$ cat src/rtl/vga_timing_gen.sv
// VGA raster timing generator: pixel/line counters with registered sync,
// blanking and end-of-line/frame flags. Optional macro: VGA_TIMING_FRAME_CNT_EN.
module vga_timing_gen #(
    parameter int H_ACTIVE = 640,
    parameter int H_FP     = 16,
    parameter int H_SYNC   = 96,
    parameter int H_BP     = 48,
    parameter int V_ACTIVE = 480,
    parameter int V_FP     = 10,
    parameter int V_SYNC   = 2,
    parameter int V_BP     = 33,
    parameter bit H_POL    = 1'b0,
    parameter bit V_POL    = 1'b0,
    parameter int XW       = 10,
    parameter int YW       = 10,
    parameter int FW       = 8
) (
    input  logic          clk,
    input  logic          reset,
    input  logic          en,
    input  logic          clr,
    output logic [XW-1:0] x,
    output logic [YW-1:0] y,
    output logic          hsync,
    output logic          vsync,
    output logic          active,
    output logic          line_end,
    output logic          frame_end
`ifdef VGA_TIMING_FRAME_CNT_EN
    ,
    output logic [FW-1:0] frame_cnt
`endif
);

    localparam int H_TOTAL = H_ACTIVE + H_FP + H_SYNC + H_BP;
    localparam int V_TOTAL = V_ACTIVE + V_FP + V_SYNC + V_BP;

    // Extra top bit lets window limits equal to 2^W be represented.
    localparam logic [XW:0] HA_LIM = (XW+1)'(H_ACTIVE);
    localparam logic [XW:0] HS_LO  = (XW+1)'(H_ACTIVE + H_FP);
    localparam logic [XW:0] HS_HI  = (XW+1)'(H_ACTIVE + H_FP + H_SYNC);
    localparam logic [YW:0] VA_LIM = (YW+1)'(V_ACTIVE);
    localparam logic [YW:0] VS_LO  = (YW+1)'(V_ACTIVE + V_FP);
    localparam logic [YW:0] VS_HI  = (YW+1)'(V_ACTIVE + V_FP + V_SYNC);
    localparam logic [XW-1:0] X_MAX = XW'(H_TOTAL - 1);
    localparam logic [YW-1:0] Y_MAX = YW'(V_TOTAL - 1);

    if (H_TOTAL > (1 << XW)) begin : g_bad_xw
        $error("vga_timing_gen: H_TOTAL does not fit in XW bits");
    end
    if (V_TOTAL > (1 << YW)) begin : g_bad_yw
        $error("vga_timing_gen: V_TOTAL does not fit in YW bits");
    end
    if (FW < 1) begin : g_bad_fw
        $error("vga_timing_gen: FW must be at least 1");
    end

    logic [XW-1:0] x_n;
    logic [YW-1:0] y_n;
    logic          hs_n;
    logic          vs_n;
    logic          act_n;
    logic          le_n;
    logic          fe_n;

    // Next position: clear wins, then enabled advance with wraps, else hold.
    always_comb begin
        x_n = x;
        y_n = y;
        if (clr) begin
            x_n = '0;
            y_n = '0;
        end else if (en) begin
            if (x == X_MAX) begin
                x_n = '0;
                y_n = (y == Y_MAX) ? '0 : y + 1'b1;
            end else begin
                x_n = x + 1'b1;
            end
        end
    end

    // Flags derived from the next position so they land with their x/y.
    always_comb begin
        hs_n  = ~H_POL;
        vs_n  = ~V_POL;
        act_n = 1'b0;
        le_n  = 1'b0;
        fe_n  = 1'b0;
        if ({1'b0, x_n} >= HS_LO && {1'b0, x_n} < HS_HI) begin
            hs_n = H_POL;
        end
        if ({1'b0, y_n} >= VS_LO && {1'b0, y_n} < VS_HI) begin
            vs_n = V_POL;
        end
        act_n = ({1'b0, x_n} < HA_LIM) && ({1'b0, y_n} < VA_LIM);
        le_n  = (x_n == X_MAX);
        fe_n  = (x_n == X_MAX) && (y_n == Y_MAX);
    end

    // Position and flag registers.
    always_ff @(posedge clk or negedge reset) begin
        if (!reset) begin
            x         <= '0;
            y         <= '0;
            hsync     <= ~H_POL;
            vsync     <= ~V_POL;
            active    <= 1'b1;
            line_end  <= 1'b0;
            frame_end <= 1'b0;
        end else begin
            x         <= x_n;
            y         <= y_n;
            hsync     <= hs_n;
            vsync     <= vs_n;
            active    <= act_n;
            line_end  <= le_n;
            frame_end <= fe_n;
        end
    end

`ifdef VGA_TIMING_FRAME_CNT_EN
    // Count frames completed by an enabled advance out of the last pixel.
    always_ff @(posedge clk or negedge reset) begin
        if (!reset) begin
            frame_cnt <= '0;
        end else if (en && !clr && frame_end) begin
            frame_cnt <= frame_cnt + 1'b1;
        end
    end
`endif

endmodule
$ cat config.mk
export PLATFORM = sky130hd
export DESIGN_NAME = vga_timing_gen
export DESIGN_NICKNAME = d
export VERILOG_FILES = /design/src/rtl/vga_timing_gen.sv
export SDC_FILE = /design/constraint.sdc
export NUM_CORES = 1
export LEC_CHECK = 0
export ABC_CLOCK_PERIOD_IN_PS = 2000
export CAP_MARGIN = 30
export CORE_MARGIN = 5
export CORE_UTILIZATION = 55
export CTS_BUF_LIST = sky130_fd_sc_hd__clkbuf_4
export CTS_CLUSTER_SIZE = 40
export DETAILED_ROUTE_END_ITERATION = 8
export DONT_BUFFER_PORTS = 1
export PLACE_DENSITY = 0.76
export SYNTH_ARGS = -nofsm -noshare
export SYNTH_HDL_FRONTEND = slang
export SYNTH_SLANG_ARGS = --single-unit
$ cat constraint.sdc
create_clock -name clk -period 2 [get_ports clk]
set_input_delay 0.4 -clock clk [delete_from_list [all_inputs] [get_ports clk]]
set_output_delay 0.4 -clock clk [all_outputs]
set_load 0.03 [all_outputs]
# == After elaboration in Yosys (flattened, before gate mapping) ==
# Cells that the tools add are included.
# word_totals
rom_bits,0
ram_bits,0
reg_bits,25
mem_count,0
latch_bits,0
out_inout_bits,25
wordCells,32
# op_classes
eq_ne,4
reduce_logical,4
bitwise,0
magnitude_cmp,6
n_mux,9
div_mod_pow,0
addsub,2
shifts,0
mul,0
# ops
operator,n
two-way mux 10 bit,7
== test 10 bit (second input constant),4
adder 10 x 1 -> 10 bit (second input constant),2
< comparator 10 bit (second input constant),2
< comparator 10 x 9 -> 1 bit (second input constant),2
greater-or-equal comparator 10 bit (second input constant),1
greater-or-equal comparator 10 x 9 -> 1 bit (second input constant),1
logical AND 1 bit,4
two-way mux 1 bit,2

# == Longest topological paths before layout ==
# depth
depth_word,8
depth_mapped,8
ltp_nobuf,8

# == Least setup slack after synthesis ==
# Ideal clock, no wire load.
# synth_path
path_kind,reg2reg
startpoint,register x[0]
endpoint,register frame_end
period_less_slack_ps,2343
required_time_ps,1904
setup_slack_ps,-343
stages_incl_launch_ff,8
path_buffers,0
t_arrival_ps,2248
path_cell_list,dfrtp_1 > ha_1 > nand4b_1 > or4_4 > and2_4 > nor4_2 > nand2_1 > nor4_2
# synth_between
elab_chain_len,6
elab_cells_between_ends,11
cone_classes,1 x add/sub; 3 x eq/ne; 6 x mux; 1 x reduce/logical
# synth_rtl
element,line_no,rtl
start: declaration,22,"output logic [XW-1:0] x,"
start signal: assignment,112,x <= x_n;
adder 10 x 1 -> 10 bit / == test 10 bit (equally long branches),"78, 74",
two-way mux 10 bit,74,if (x == X_MAX) begin
two-way mux 10 bit,73,end else if (en) begin
two-way mux 10 bit,70,if (clr) begin
== test 10 bit,98,fe_n = (x_n == X_MAX) && (y_n == Y_MAX);
logical AND 1 bit *,98,
via fe_n,64,logic fe_n;
end signal: assignment,118,frame_end <= fe_n;
end: declaration,28,output logic frame_end
# The timed path passes the listed nets; every way through them passes the cells marked *.

# == Worst setup path in the final report ==
# layout_path
startpoint,register x[7]
endpoint,register vsync
# layout_between
elab_chain_len,7
elab_cells_between_ends,8
cone_classes,2 x order compare; 1 x eq/ne; 4 x mux; 1 x reduce/logical
# layout_rtl
element,line_no,rtl
== test 10 bit *,74,
two-way mux 10 bit *,74,
two-way mux 10 bit *,73,
two-way mux 10 bit *,70,
greater-or-equal comparator 10 x 9 -> 1 bit / < comparator 10 x 9 -> 1 bit (equally long branches),93,"if ({1'b0, y_n} >= VS_LO && {1'b0, y_n} < VS_HI) begin"
logical AND 1 bit *,93,
two-way mux 1 bit *,93,
via vs_n,61,logic vs_n;
end signal: assignment,107,vsync <= ~V_POL;
end signal: assignment,115,vsync <= vs_n;
end: declaration,25,"output logic vsync,"
# Marks and branches as above.

==> impl_metrics.env <==
export IMPL_run_status="finished with violations"
export IMPL_failing_checks="setup timing"
export IMPL_cts_root_buffer_cell="sky130_fd_sc_hd__clkbuf_4"
export IMPL_ir_worst_vdd_mv=0.4726
export IMPL_worst_skew_pair_late_latency_ns=0.32
export IMPL_hold_path_depth=1
export IMPL_category_of_the_worst_setup_path_capture_point="flip-flop"
export IMPL_die_ht_um=62.60
export IMPL_share_of_post_route_cells_with_drive_strength_above_1=0.3676
export IMPL_drt_wirelength_per_cell_um=17.77
export IMPL_core_sq_um=2710
export IMPL_timing_hold_violations_final=0
export IMPL_cellInternalPower_mw=0.6144
export IMPL_timing_worst_slew_pin_value_ns=0.4775
export IMPL_grt_met2_usage=0.4003
export IMPL_dp_cells=225
export IMPL_required_time_at_the_endpoint_of_the_critical_path_ns=2.28
export IMPL_ctsLongestPathBuffers=2
export IMPL_timing_critical_path_fanout_max=4
export IMPL_placement_rows=19
export IMPL_reg2reg_slack_ns=-0.12
export IMPL_globalRouteMet3Util=0.03957
export IMPL_synthArstFlopShare=1.000
export IMPL_power_mw=0.8184
export IMPL_grt_pass1_wl_um=7003
export IMPL_postSynthRegisterBits=25
export IMPL_synth_area_sq_um=1521
export IMPL_syn_instance_count=168
export IMPL_cts_tree="built"
export IMPL_design_portCount=29
export IMPL_crit_path_start_kind="flip-flop"
export IMPL_drt_vias_per_instance=5.902
export IMPL_drt_first_iter_violations=83
export IMPL_power_per_cell_area_nw_per_um2=409.9
export IMPL_timing_final_setup_violations=3
export IMPL_min_delay_start="clr"
export IMPL_post_route_drc_count=0
export IMPL_largest_area_contributor_in_the_netlist="sky130_fd_sc_hd__dfrtp_1"
export IMPL_postRouteAntennaNets=0
export IMPL_synth_edf_count=0
export IMPL_number_of_diodes=0
export IMPL_p_sw_mw=0.2040
export IMPL_port_buffers=0
export IMPL_grt_max_degree=26
export IMPL_yosysUniqueCellTypes=44
export IMPL_dr_total_vias=1387
export IMPL_gr_max_usage_layer="met2"
export IMPL_share_of_synthesized_area_occupied_by_flip_flops_and_latches=0.4137
export IMPL_share_seq_of_total_power=0.630
export IMPL_ys_top_cells_by_area="sky130_fd_sc_hd__dfrtp_1 (36%), sky130_fd_sc_hd__nor2_1 (6.2%), sky130_fd_sc_hd__dfstp_2 (5.2%)"
export IMPL_layout_area_overhead_vs_synth_pct=31.25
export IMPL_gr_total_overflow=0
export IMPL_numCtsBuffers=3
export IMPL_gp_congestion=0.9647
export IMPL_dp_final_hpwl_um=3211
export IMPL_fin_skew_ns=0.0007061
export IMPL_combPwrFrac=0.086
export IMPL_reg2reg_to="vsync"
export IMPL_number_of_warnings_issued_by_yosys=0
export IMPL_layout_cells_non_filler=235
export IMPL_clock_sinks=25
export IMPL_timing_setup_tns_ns=-0.2335
export IMPL_grt_met1_usage=0.2594
export IMPL_drt_wl_total_um=4176
export IMPL_worst_endpoint_arrival_ns=2.39
export IMPL_synthesis_nets=175
export IMPL_yosys_area_top_type_share=0.3618
export IMPL_worstHoldPathType="primary input to flip-flop"
export IMPL_worst_setup_path_type="flip-flop to flip-flop"
export IMPL_num_nets_final=212
export IMPL_dieArea_sq_um=3918
export IMPL_postSynth_topFlopCell="sky130_fd_sc_hd__dfrtp_1"
export IMPL_maxSlewHeadroom=0.6792
export IMPL_power_share_switching=0.2493
export IMPL_time_the_final_worst_path_needs_with_i_o_delays_and_setup_ns=2.118
export IMPL_final_period_utilization=1.059
export IMPL_rsz0062_at_grt="true"
export IMPL_design_area_sq_um=1997
export IMPL_floorplan_initialDensity=0.5614
export IMPL_antenna_found_initial=0
export IMPL_p_leak_nw=0.8360
export IMPL_achievable_frequency_mhz=472.1
export IMPL_timing_max_cap_violations=0
export IMPL_rr_startpoint="x[7]"
export IMPL_final_max_slew_viol_count=0
export IMPL_worst_setup_hold_path_clk_slew_ns=0.14
export IMPL_holdWs_ns=0.1133
export IMPL_detail_route_first_pass_iterations=4
export IMPL_detailed_place_area_sq_um=1843
export IMPL_via_count_of_the_first_global_routing_pass=1444
export IMPL_ff2ff_path_depth=6
export IMPL_min_delay_worst_endpoint="x[2]"
export IMPL_fp_dieW_um=62.60
export IMPL_h_tree_levels=1
export IMPL_post_synth_cell_area_avg_sq_um=9.056
export IMPL_share_clk_of_total_power=0.285
export IMPL_track_usage=0.2199
export IMPL_worst_setup_margin_ns=-0.1181
registers in the layout (all words and copies together) (netlist names):
name	flops
vsync	1
line_end	1
x	10
hsync	1
y	10
active	1
frame_end	1
metrics by stage:
step	utilization	worst slack, ns
6_report	0.7368	-0.1181
5_1_grt	0.7368	-0.1403
4_1_cts	0.7211	-0.05353
3_5_place_dp	0.6801	-0.1932
3_3_place_gp	0.6801	-0.05735
2_1_floorplan	-	-0.004950
cells in the mapped netlist, drive strengths merged (4+ instances only):
cell type and instances:
and2 4, nor4 7, nor2 25, nand4 5, o21ai 6, xnor2 7, nor3 8, mux2i 4
nand3 8, xor2 5, inv 7, nand2 20, dfrtp 22
routing by layer:
metal,routed length (um),vias to the layer above
li1,-,663
met1,1648,667
met2,2232,51
met3,244,6
met4,51,0
met5,0,-
critical path: stages, from the launching register on:
cell	delay, ns
sky130_fd_sc_hd__dfrtp_2	0.42
sky130_fd_sc_hd__nand4bb_4	0.24
sky130_fd_sc_hd__or4_4	0.59
sky130_fd_sc_hd__nor3_1	0.44
sky130_fd_sc_hd__nor4_4	0.10
sky130_fd_sc_hd__nor4b_2	0.18
sky130_fd_sc_hd__nand2_1	0.08
final cells by class:
class,instances,area (sq um)
clock inverter,1,5.005
clock buffer,3,22.52
timing repair buffer,38,300.3
fill,204,713.2
sequential,25,640.6
tap,31,38.79
inverter,7,26.28
multi-input combinational,130,963.4
how the worst max path moves through the flow:
| stage | start | endpoint | slack [ns] | cells after the start |
|---|---|---|---|---|
| 2_1_floorplan | x[7] | frame_end | -0.005 | 6 |
| 3_3_place_gp | x[7] | vsync | -0.06 | 6 |
| 3_5_place_dp | y[0] | vsync | -0.19 | 8 |
| 4_1_cts | x[7] | vsync | -0.05 | 6 |
| 5_1_grt | x[5] | vsync | -0.14 | 6 |
| 6_report | x[7] | vsync | -0.12 | 6 |
logic make-up after synthesis:
family,count (synthesis),share of synthesized area
buf+inv,13,0.03701
xor+xnor,12,0.06908
compound gates,16,0.06826
mux,4,0.02632
fa+ha+maj,3,0.02467
flops,25,0.4137
simple gates,95,0.3610
cells in the final DEF, fill, tap and decap left out, types with 4 or more instances in the layout:
cell type / netlist / final
sky130_fd_sc_hd__buf_4: 1 / 36
sky130_fd_sc_hd__nor2_1: 25 / 24
sky130_fd_sc_hd__nand2_1: 19 / 19
sky130_fd_sc_hd__dfrtp_1: 22 / 13
sky130_fd_sc_hd__dfrtp_2: 0 / 9
sky130_fd_sc_hd__nand3_1: 8 / 8
sky130_fd_sc_hd__inv_1: 7 / 7
sky130_fd_sc_hd__xnor2_1: 7 / 7
sky130_fd_sc_hd__o21ai_0: 6 / 6
sky130_fd_sc_hd__xor2_1: 5 / 5
sky130_fd_sc_hd__nor3_1: 7 / 5
sky130_fd_sc_hd__nand4_1: 4 / 4
timing repair:
item / CTS / global route
hold endpoints to repair: 25 / 0
hold buffers: 2 / 0
setup endpoints to repair: 3 / 4
gates resized for setup: 3 / 6
buffers inserted: 4 / 0
power groups by stage:
stage,Combinational [mW],Sequential [mW],Clock (mW)
after floorplan,0.0328,0.537,0
after global placement,0.0495,0.525,0
after detailed placement,0.0523,0.525,0
after CTS,0.0716,0.515,0.239
after global routing,0.0789,0.516,0.267
final,0.0703,0.515,0.233
Note: power is estimated with default switching activity, not from simulation.
